## config.mk

```make
export PLATFORM = sky130hd
export DESIGN_NAME = control_unit
export DESIGN_NICKNAME = d
export VERILOG_FILES = /design/src/rtl/cu_pkg.sv /design/src/rtl/dec3to8.sv /design/src/rtl/control_unit.sv
export SDC_FILE = /design/constraint.sdc
export NUM_CORES = 1
export LEC_CHECK = 0
export CORE_AREA = 4 4 41 43
export DETAILED_ROUTE_END_ITERATION = 8
export DIE_AREA = 0 0 45 47
export PLACE_DENSITY = 0.83
export SYNTH_ARGS = -nofsm -noshare
export SYNTH_HDL_FRONTEND = slang
export SYNTH_HIERARCHICAL = 1
export SYNTH_SLANG_ARGS = --single-unit
export TNS_END_PERCENT = 5
```

## constraint.sdc

```tcl
create_clock -name clk -period 3.89 [get_ports clk]
set_input_delay 0.389 -clock clk [delete_from_list [all_inputs] [get_ports clk]]
set_output_delay 0.389 -clock clk [all_outputs]
set_load 0.05 [all_outputs]
```

## src/rtl/cu_pkg.sv

```systemverilog
// Shared types for the 9-bit processor control unit: opcodes, step encoding
// and instruction-register field positions.
package cu_pkg;

  typedef enum logic [2:0] {
    OP_MV  = 3'b000,
    OP_MVI = 3'b001,
    OP_ADD = 3'b010,
    OP_SUB = 3'b011
  } opcode_e;

  typedef enum logic [1:0] {
    T0 = 2'd0,
    T1 = 2'd1,
    T2 = 2'd2,
    T3 = 2'd3
  } step_e;

  localparam int OP_MSB = 8;
  localparam int OP_LSB = 6;
  localparam int X_MSB  = 5;
  localparam int X_LSB  = 3;
  localparam int Y_MSB  = 2;
  localparam int Y_LSB  = 0;

endpackage

```

## src/rtl/dec3to8.sv

```systemverilog
// 3-bit index to 8-bit one-hot decoder with enable; drives the register-file
// load enables.
module dec3to8 (
  input  logic       en,
  input  logic [2:0] idx,
  output logic [7:0] y
);

  always_comb begin
    y = 8'h00;
    if (en) y[idx] = 1'b1;
  end

endmodule

```

## src/rtl/control_unit.sv

```systemverilog
// Instruction-sequencing control unit: decodes IR and the external step count
// into datapath strobes. Define CU_ILLEGAL_FLAG_EN to add the sticky `illegal` output.
//
// step | meaning
// T0   | fetch: load IR when run, arm the instruction
// T1   | mv/mvi/illegal complete; add/sub latch operand X into A
// T2   | add/sub: operand Y through ALU into G
// T3   | add/sub: write G back to Rx, complete
module control_unit
  import cu_pkg::*;
(
  input  logic       clk,
  input  logic       resetn,
  input  logic       run,
  input  logic [8:0] ir,
  input  logic [1:0] state,
  output logic       ain,
  output logic       gin,
  output logic       sub,
  output logic [7:0] rin,
  output logic [2:0] rout,
  output logic       din_en,
  output logic       gout,
  output logic       ir_en,
  output logic       clear,
`ifdef CU_ILLEGAL_FLAG_EN
  output logic       illegal,
`endif
  output logic       done
);

  logic       active;
  logic       rin_en;
  logic [2:0] op;
  logic [2:0] x_idx;
  logic [2:0] y_idx;
  logic       is_alu;
  step_e      step;

  assign op     = ir[OP_MSB:OP_LSB];
  assign x_idx  = ir[X_MSB:X_LSB];
  assign y_idx  = ir[Y_MSB:Y_LSB];
  assign step   = step_e'(state);
  assign is_alu = (op == OP_ADD) || (op == OP_SUB);

  // Everything is qualified by resetn so the datapath is quiet while held in reset.
  always_comb begin
    ain    = 1'b0;
    gin    = 1'b0;
    sub    = 1'b0;
    rout   = 3'b000;
    din_en = 1'b0;
    gout   = 1'b0;
    ir_en  = 1'b0;
    done   = 1'b0;
    rin_en = 1'b0;
    if (resetn) begin
      case (step)
        T0: ir_en = run;
        T1: begin
          if (active) begin
            case (op)
              OP_MV: begin
                rout   = y_idx;
                rin_en = 1'b1;
                done   = 1'b1;
              end
              OP_MVI: begin
                din_en = 1'b1;
                rin_en = 1'b1;
                done   = 1'b1;
              end
              OP_ADD, OP_SUB: begin
                rout = x_idx;
                ain  = 1'b1;
              end
              default: done = 1'b1;
            endcase
          end
        end
        T2: begin
          if (active && is_alu) begin
            rout = y_idx;
            gin  = 1'b1;
            sub  = (op == OP_SUB);
          end
        end
        T3: begin
          if (active && is_alu) begin
            gout   = 1'b1;
            rin_en = 1'b1;
            done   = 1'b1;
          end
        end
        default: ;
      endcase
    end
    clear = ~resetn | done | ((step == T0) & ~run);
  end

  dec3to8 u_rin_dec (
    .en  (rin_en),
    .idx (x_idx),
    .y   (rin)
  );

  always_ff @(posedge clk or negedge resetn) begin
    if (!resetn) begin
      active <= 1'b0;
    end else if ((step == T0) && run) begin
      active <= 1'b1;
    end else if (done) begin
      active <= 1'b0;
    end
  end

`ifdef CU_ILLEGAL_FLAG_EN
  always_ff @(posedge clk or negedge resetn) begin
    if (!resetn) begin
      illegal <= 1'b0;
    end else if (active && (step == T1) && op[2]) begin
      illegal <= 1'b1;
    end
  end
`endif

endmodule

```

==> results.sh, run 1 <==
export IMPL_drive_gt1_frac=0.154
export IMPL_clk_latency_ns=0
export IMPL_fp_row_count=13
export IMPL_die_area_um2=2120
export IMPL_final_area_um2=713
export IMPL_critPathKind="in -> out"
export IMPL_yosysWarnings=6
export IMPL_grt_pass1_wl_mm=2.15
export IMPL_layout_cells_non_filler=93
export IMPL_fin_crit_ns=3.25
export IMPL_top_regs="active x1"
export IMPL_drtPass1Iterations=4
export IMPL_path_buf_inv=3
export IMPL_cts_resized=0
export IMPL_largest_reg_flops=1
export IMPL_report_final_hold_viol_count=0
export IMPL_drc=0
export IMPL_regToRegStartpoint="active"
export IMPL_place_area_um2=713
export IMPL_place_inst=93
export IMPL_synth_most_common_cell="nand2_1"
export IMPL_hold_slack_ns=0.624
export IMPL_tns_ns=0
export IMPL_p_clk_frac=0
export IMPL_die_y_um=47
export IMPL_ys_seq_area_frac=0.0669
export IMPL_dpl_hpwl_mm=1.19
export IMPL_worstMarginPinSlew_ns=0.578
export IMPL_ctsHoldBuffers=0
export IMPL_p_seq_frac=0.211
export IMPL_fill_cells=132
export IMPL_p_switching_uw=35.2
export IMPL_setup_viol=0
export IMPL_grt_pass1_vias=458
export IMPL_die_x_um=45
export IMPL_crit_required_ns=3.50
export IMPL_p_int_uw=39.1
export IMPL_diodes=0
export IMPL_report_final_slew_viol_count=0
export IMPL_grt_ovfl_total=0
export IMPL_area_growth_pct=90.6
export IMPL_initial_core_util=0.288
export IMPL_grt_max_degree=10
export IMPL_synth_edf_count=0
export IMPL_clock_fmax_mhz=308
export IMPL_finClkSkew_ns=0
export IMPL_pwr_share_comb=0.789
export IMPL_rsz0062_at_grt="no"
export IMPL_synth_cells=46
export IMPL_io_buffer_count=32
export IMPL_final_core_util=0.548
export IMPL_synthDominantCellAreaShare=0.134
export IMPL_crit_path_end_kind="primary output"
export IMPL_hold_class="reg -> reg"
export IMPL_cts_setup_buffers=0
export IMPL_routabilityCongestion=0.739
export IMPL_hp_start="active"
export IMPL_cpLargestDelayFamily="buffers and inverters"
export IMPL_coreArea_um2=1300
export IMPL_largest_register="active"
export IMPL_grt_usage=0.129
export IMPL_synthFlopType="dfrtp_1"
export IMPL_pre_cts_ws_ns=0.641
export IMPL_clk_pin_slew_ns=0
export IMPL_worst_slack_ns=0.644
export IMPL_peakVddDrop_v=0.0000558
export IMPL_synth_nets=64
export IMPL_synth_area_leaders="ha_1 (13%), and4bb_2 (10%), and4b_2 (9.0%)"
export IMPL_vias=484
export IMPL_synth_top_cell_by_area="ha_1"
export IMPL_cp_start_kind="input pin"
export IMPL_async_flop_share=1.00
export IMPL_slowest_stage="clkdlybuf4s50_1"
export IMPL_synth_common_cells="nand2_1 (6), nor2_1 (5), ha_1 (4), inv_1 (4)"
export IMPL_critPathLaunch="state[1]"
export IMPL_ys_types=23
export IMPL_detail_route_antenna_nets=0
export IMPL_cp_data_arrival_time_ns=2.86
export IMPL_synth_area_um2=374
export IMPL_maxCapViolCount=0
export IMPL_antenna_found_initial=0
export IMPL_p_sw_frac=0.474
export IMPL_viasPerCell=5.20
export IMPL_wirelength_mm=1.38
export IMPL_power_leakage_nw=0.276
export IMPL_status="finished clean"
export IMPL_fin_crit_sh=0.834
export IMPL_relSlewSlack=0.612
export IMPL_timing_critical_path_mode_cell="clkdlybuf4s50_1"
export IMPL_path_cells="clkdlybuf4s50_1, inv_1, ha_1, mux2i_1, nor3_1, and4bb_2, clkdlybuf4s50_1"
export IMPL_power_uw=74.3
export IMPL_slowest_delay_ns=0.82
export IMPL_syn_avg_cell_area_um2=8.13
export IMPL_ys_ff_latch=1
export IMPL_drt_wirelength_per_cell_um=14.8
export IMPL_ios=33
export IMPL_drtIter0Drc=7
export IMPL_powerDensity_nw_per_um2=104
export IMPL_final_nets=98
export IMPL_path_max_fanout=8
-- cell families after synthesis --
| kind of cell | Yosys count | synth area share |
|---|---|---|
| AOI/OAI and AO/OA | 6 | 0.151 |
| and+or+nand+nor | 29 | 0.555 |
| adders and majority gates | 4 | 0.134 |
| buffers and inverters | 4 | 0.0401 |
| muxes | 2 | 0.0535 |
| DFF | 1 | 0.0669 |
-- final timing paths --
kind / cells past startpoint / endpoint / slack (ns)
setup / recovery: 7 / rin[2] / 0.64
hold / removal: 2 / active / 0.62
setup reg to reg: 2 / active / 3.18
hold reg to reg: 2 / active / 0.62
max in group asynchronous: 1 / active / 3.04
min in group asynchronous: 1 / active / 0.64
-- cell type report --
| type | count | area, um2 | share of cell area |
|---|---|---|---|
| tap | 15 | 18.8 | 0.0263 |
| sequential | 1 | 25.0 | 0.0351 |
| timing repair buffer | 32 | 320 | 0.449 |
| inverter | 4 | 15.0 | 0.0211 |
| multi-input combinational | 41 | 334 | 0.468 |
-- per-layer routing --
layer  global-route usage  vias up  share of wire
met4              0.00585        0              0
met3              0.00383        0          0.039
li1                     -      246              -
met5                    0        -              0
met1                0.182      228           0.40
met2                0.229       10           0.56
-- cells in the final DEF (no fill, tap or decap), drive strengths merged, types with 2 or more instances in the layout --
master          n
nand2           6
nor2            5
a22o            3
nor3            2
ha              4
mux2i           2
and4bb          3
and4b           3
clkdlybuf4s50  32
inv             4
-- worst min-delay path: cells and delay by family (launching register included) --
| family | cells | cell delay (ns) |
|---|---|---|
| AO/OA/AOI/OAI | 1 | 0.06 |
| buffers and inverters | 1 | 0.10 |
| flip-flops | 1 | 0.41 |
-- power groups by stage --
stage / registers [mW] / clock network, mW / logic [mW]
6_report: 0.0157 / 0 / 0.0586
5_1_grt: 0.0161 / 0 / 0.0632
4_1_cts: 0.0157 / 0 / 0.0585
3_5_place_dp: 0.0156 / 0 / 0.0584
3_3_place_gp: 0.0156 / 0 / 0.0562
2_1_floorplan: 0.0149 / 0 / 0.0291
(Power assumes the default switching activity.)
==> run 2: changes to the inputs <==
--- a/config.mk
+++ b/config.mk
@@ -5,10 +5,10 @@
 export SDC_FILE = /design/constraint.sdc
 export NUM_CORES = 1
 export LEC_CHECK = 0
-export CORE_AREA = 4 4 41 43
+export CORE_MARGIN = 4
+export CORE_UTILIZATION = 27
 export DETAILED_ROUTE_END_ITERATION = 8
-export DIE_AREA = 0 0 45 47
-export PLACE_DENSITY = 0.83
+export PLACE_DENSITY = 0.84
 export SYNTH_ARGS = -nofsm -noshare
 export SYNTH_HDL_FRONTEND = slang
 export SYNTH_HIERARCHICAL = 1
==> constraint.sdc (replaced) <==
create_clock -name clk -period 2.7 [get_ports clk]
set_input_delay 0.27 -clock clk [delete_from_list [all_inputs] [get_ports clk]]
set_output_delay 0.27 -clock clk [all_outputs]
set_load 0.05 [all_outputs]
==> run 2 against run 1 <==
- register-to-register slack got worse by 1.2 ns
- critical path depth down 1
- routed wire length fell by 2.5%
- via count is 0.62% higher
- global-route usage fell by 0.28 points
- clock skew is the same
- combinational power grew 48%
- core utilization is 8.5 points higher
- power rose by 47%
- final area is 15% higher
- critical path type unchanged
==> results.sh, run 2 (synthesized netlist as in run 1, its figures left out) <==
export IMPL_tns_ns=0
export IMPL_fp_row_count=13
export IMPL_setup_viol=0
export IMPL_multi_input_area_um2=334
export IMPL_worstMarginPinSlew_ns=0.500
export IMPL_clk_pin_slew_ns=0
export IMPL_timing_critical_path_mode_cell="clkdlybuf4s50_1"
export IMPL_fill_cells=111
export IMPL_detail_route_antenna_nets=0
export IMPL_dpl_hpwl_mm=1.20
export IMPL_hold_slack_ns=0.523
export IMPL_die_y_um=45.2
export IMPL_hold_class="in -> async"
export IMPL_coreArea_um2=1300
export IMPL_grt_max_degree=10
export IMPL_cts_resized=0
export IMPL_grt_ovfl_total=0
export IMPL_p_int_uw=59.1
export IMPL_cp_data_arrival_time_ns=2.18
export IMPL_grt_usage=0.126
export IMPL_routabilityCongestion=0.749
export IMPL_p_seq_frac=0.207
export IMPL_drtPass1Iterations=4
export IMPL_regArea_um2=25.0
export IMPL_final_nets=99
export IMPL_die_area_um2=2050
export IMPL_cts_setup_buffers=0
export IMPL_initial_core_util=0.288
export IMPL_slowest_stage="clkdlybuf4s50_1"
export IMPL_drc=0
export IMPL_fin_crit_sh=0.906
export IMPL_critPathKind="in -> out"
export IMPL_vias=487
export IMPL_slowest_delay_ns=0.73
export IMPL_clk_latency_ns=0
export IMPL_drtIter0Drc=6
export IMPL_top_regs="active x1"
export IMPL_antenna_found_initial=0
export IMPL_viasPerCell=5.18
export IMPL_status="finished clean"
export IMPL_ios=33
export IMPL_peakVddDrop_v=0.0000980
export IMPL_cp_start_kind="input pin"
export IMPL_wirelength_mm=1.34
export IMPL_pwr_share_comb=0.793
export IMPL_grt_pass1_vias=434
export IMPL_regToRegStartpoint="active"
export IMPL_critPathLaunch="state[1]"
export IMPL_crit_path_end_kind="primary output"
export IMPL_pre_cts_ws_ns=0.239
export IMPL_maxCapViolCount=0
export IMPL_largest_reg_flops=1
export IMPL_final_common_cell="clkdlybuf4s50_1"
export IMPL_drive_gt1_frac=0.342
export IMPL_drt_wirelength_per_cell_um=14.3
export IMPL_die_x_um=45.2
export IMPL_area_growth_pct=120
export IMPL_rsz0062_at_grt="no"
export IMPL_p_sw_frac=0.461
export IMPL_path_cells="clkdlybuf4s50_1, inv_1, ha_1, mux2i_1, o221ai_1, clkdlybuf4s50_1"
export IMPL_powerDensity_nw_per_um2=133
export IMPL_clock_fmax_mhz=409
export IMPL_largest_register="active"
export IMPL_ctsHoldBuffers=0
export IMPL_p_switching_uw=50.5
export IMPL_p_clk_frac=0
export IMPL_path_max_fanout=5
export IMPL_finClkSkew_ns=0
export IMPL_relSlewSlack=0.666
export IMPL_cpLargestDelayFamily="buffers and inverters"
export IMPL_grt_pass1_wl_mm=1.99
export IMPL_io_buffer_count=32
export IMPL_crit_required_ns=2.43
export IMPL_diodes=0
export IMPL_worst_slack_ns=0.253
export IMPL_final_cell_mix="clkdlybuf4s50_1 (18), buf_12 (11), nand2_1 (6), nor2_1 (5)"
export IMPL_report_final_hold_viol_count=0
export IMPL_report_final_slew_viol_count=0
export IMPL_power_leakage_nw=0.339
export IMPL_final_core_util=0.633
export IMPL_fin_crit_ns=2.45
export IMPL_path_buf_inv=3
run 2: changes by cell type in the layout (fill, tap and decap cells not counted), sizes merged:
cell,change
buf,+15
clkdlybuf4s50,-14
run 2: final cells by class:
class	instances	area share
Timing Repair Buffer	33	0.523
Multi-Input combinational cell	41	0.406
Sequential cell	1	0.0304
Tap cell	15	0.0228
Inverter	4	0.0182
run 2: power by group through the flow:
stage               logic (mW)  clock network [mW]  registers [mW]
floorplan               0.0419                   0          0.0214
CTS                     0.0870                   0          0.0226
detailed placement      0.0867                   0          0.0229
global placement        0.0846                   0          0.0225
global route            0.0934                   0          0.0240
finish                  0.0869                   0          0.0226
run 2: path summary, 6_finish.rpt:
check / to / slack, ns / cells past startpoint
setup / recovery: clear / 0.25 / 6
hold / removal: active / 0.52 / 1
setup reg to reg: active / 2.00 / 2
hold reg to reg: active / 0.62 / 2
max in group asynchronous: active / 1.96 / 1
min in group clk: active / 0.62 / 2
run 2: layer usage:
metal  up-vias  global-route usage  routed length [um]
met1       227               0.163                 525
met4         0              0.0234                  31
li1        247                   -                   -
met3         2              0.0120                  48
met5         -                   0                   0
met2        11               0.226                 737
run 2: through the flow:
| stage | instance area [um2] | cells | power, mW |
|---|---|---|---|
| floorplan | 374 | 46 | 0.0633 |
| global placement | 823 | 94 | 0.107 |
| detailed placement | 823 | 94 | 0.110 |
| CTS | 823 | 94 | 0.110 |
| global route | 823 | 94 | 0.117 |
| finish | 823 | 94 | 0.110 |
run 2: worst register-to-register path, cell delays in order (launching register included):
cell       delay, ns
dfrtp_1         0.41
inv_1           0.08
a2bb2oi_1       0.13
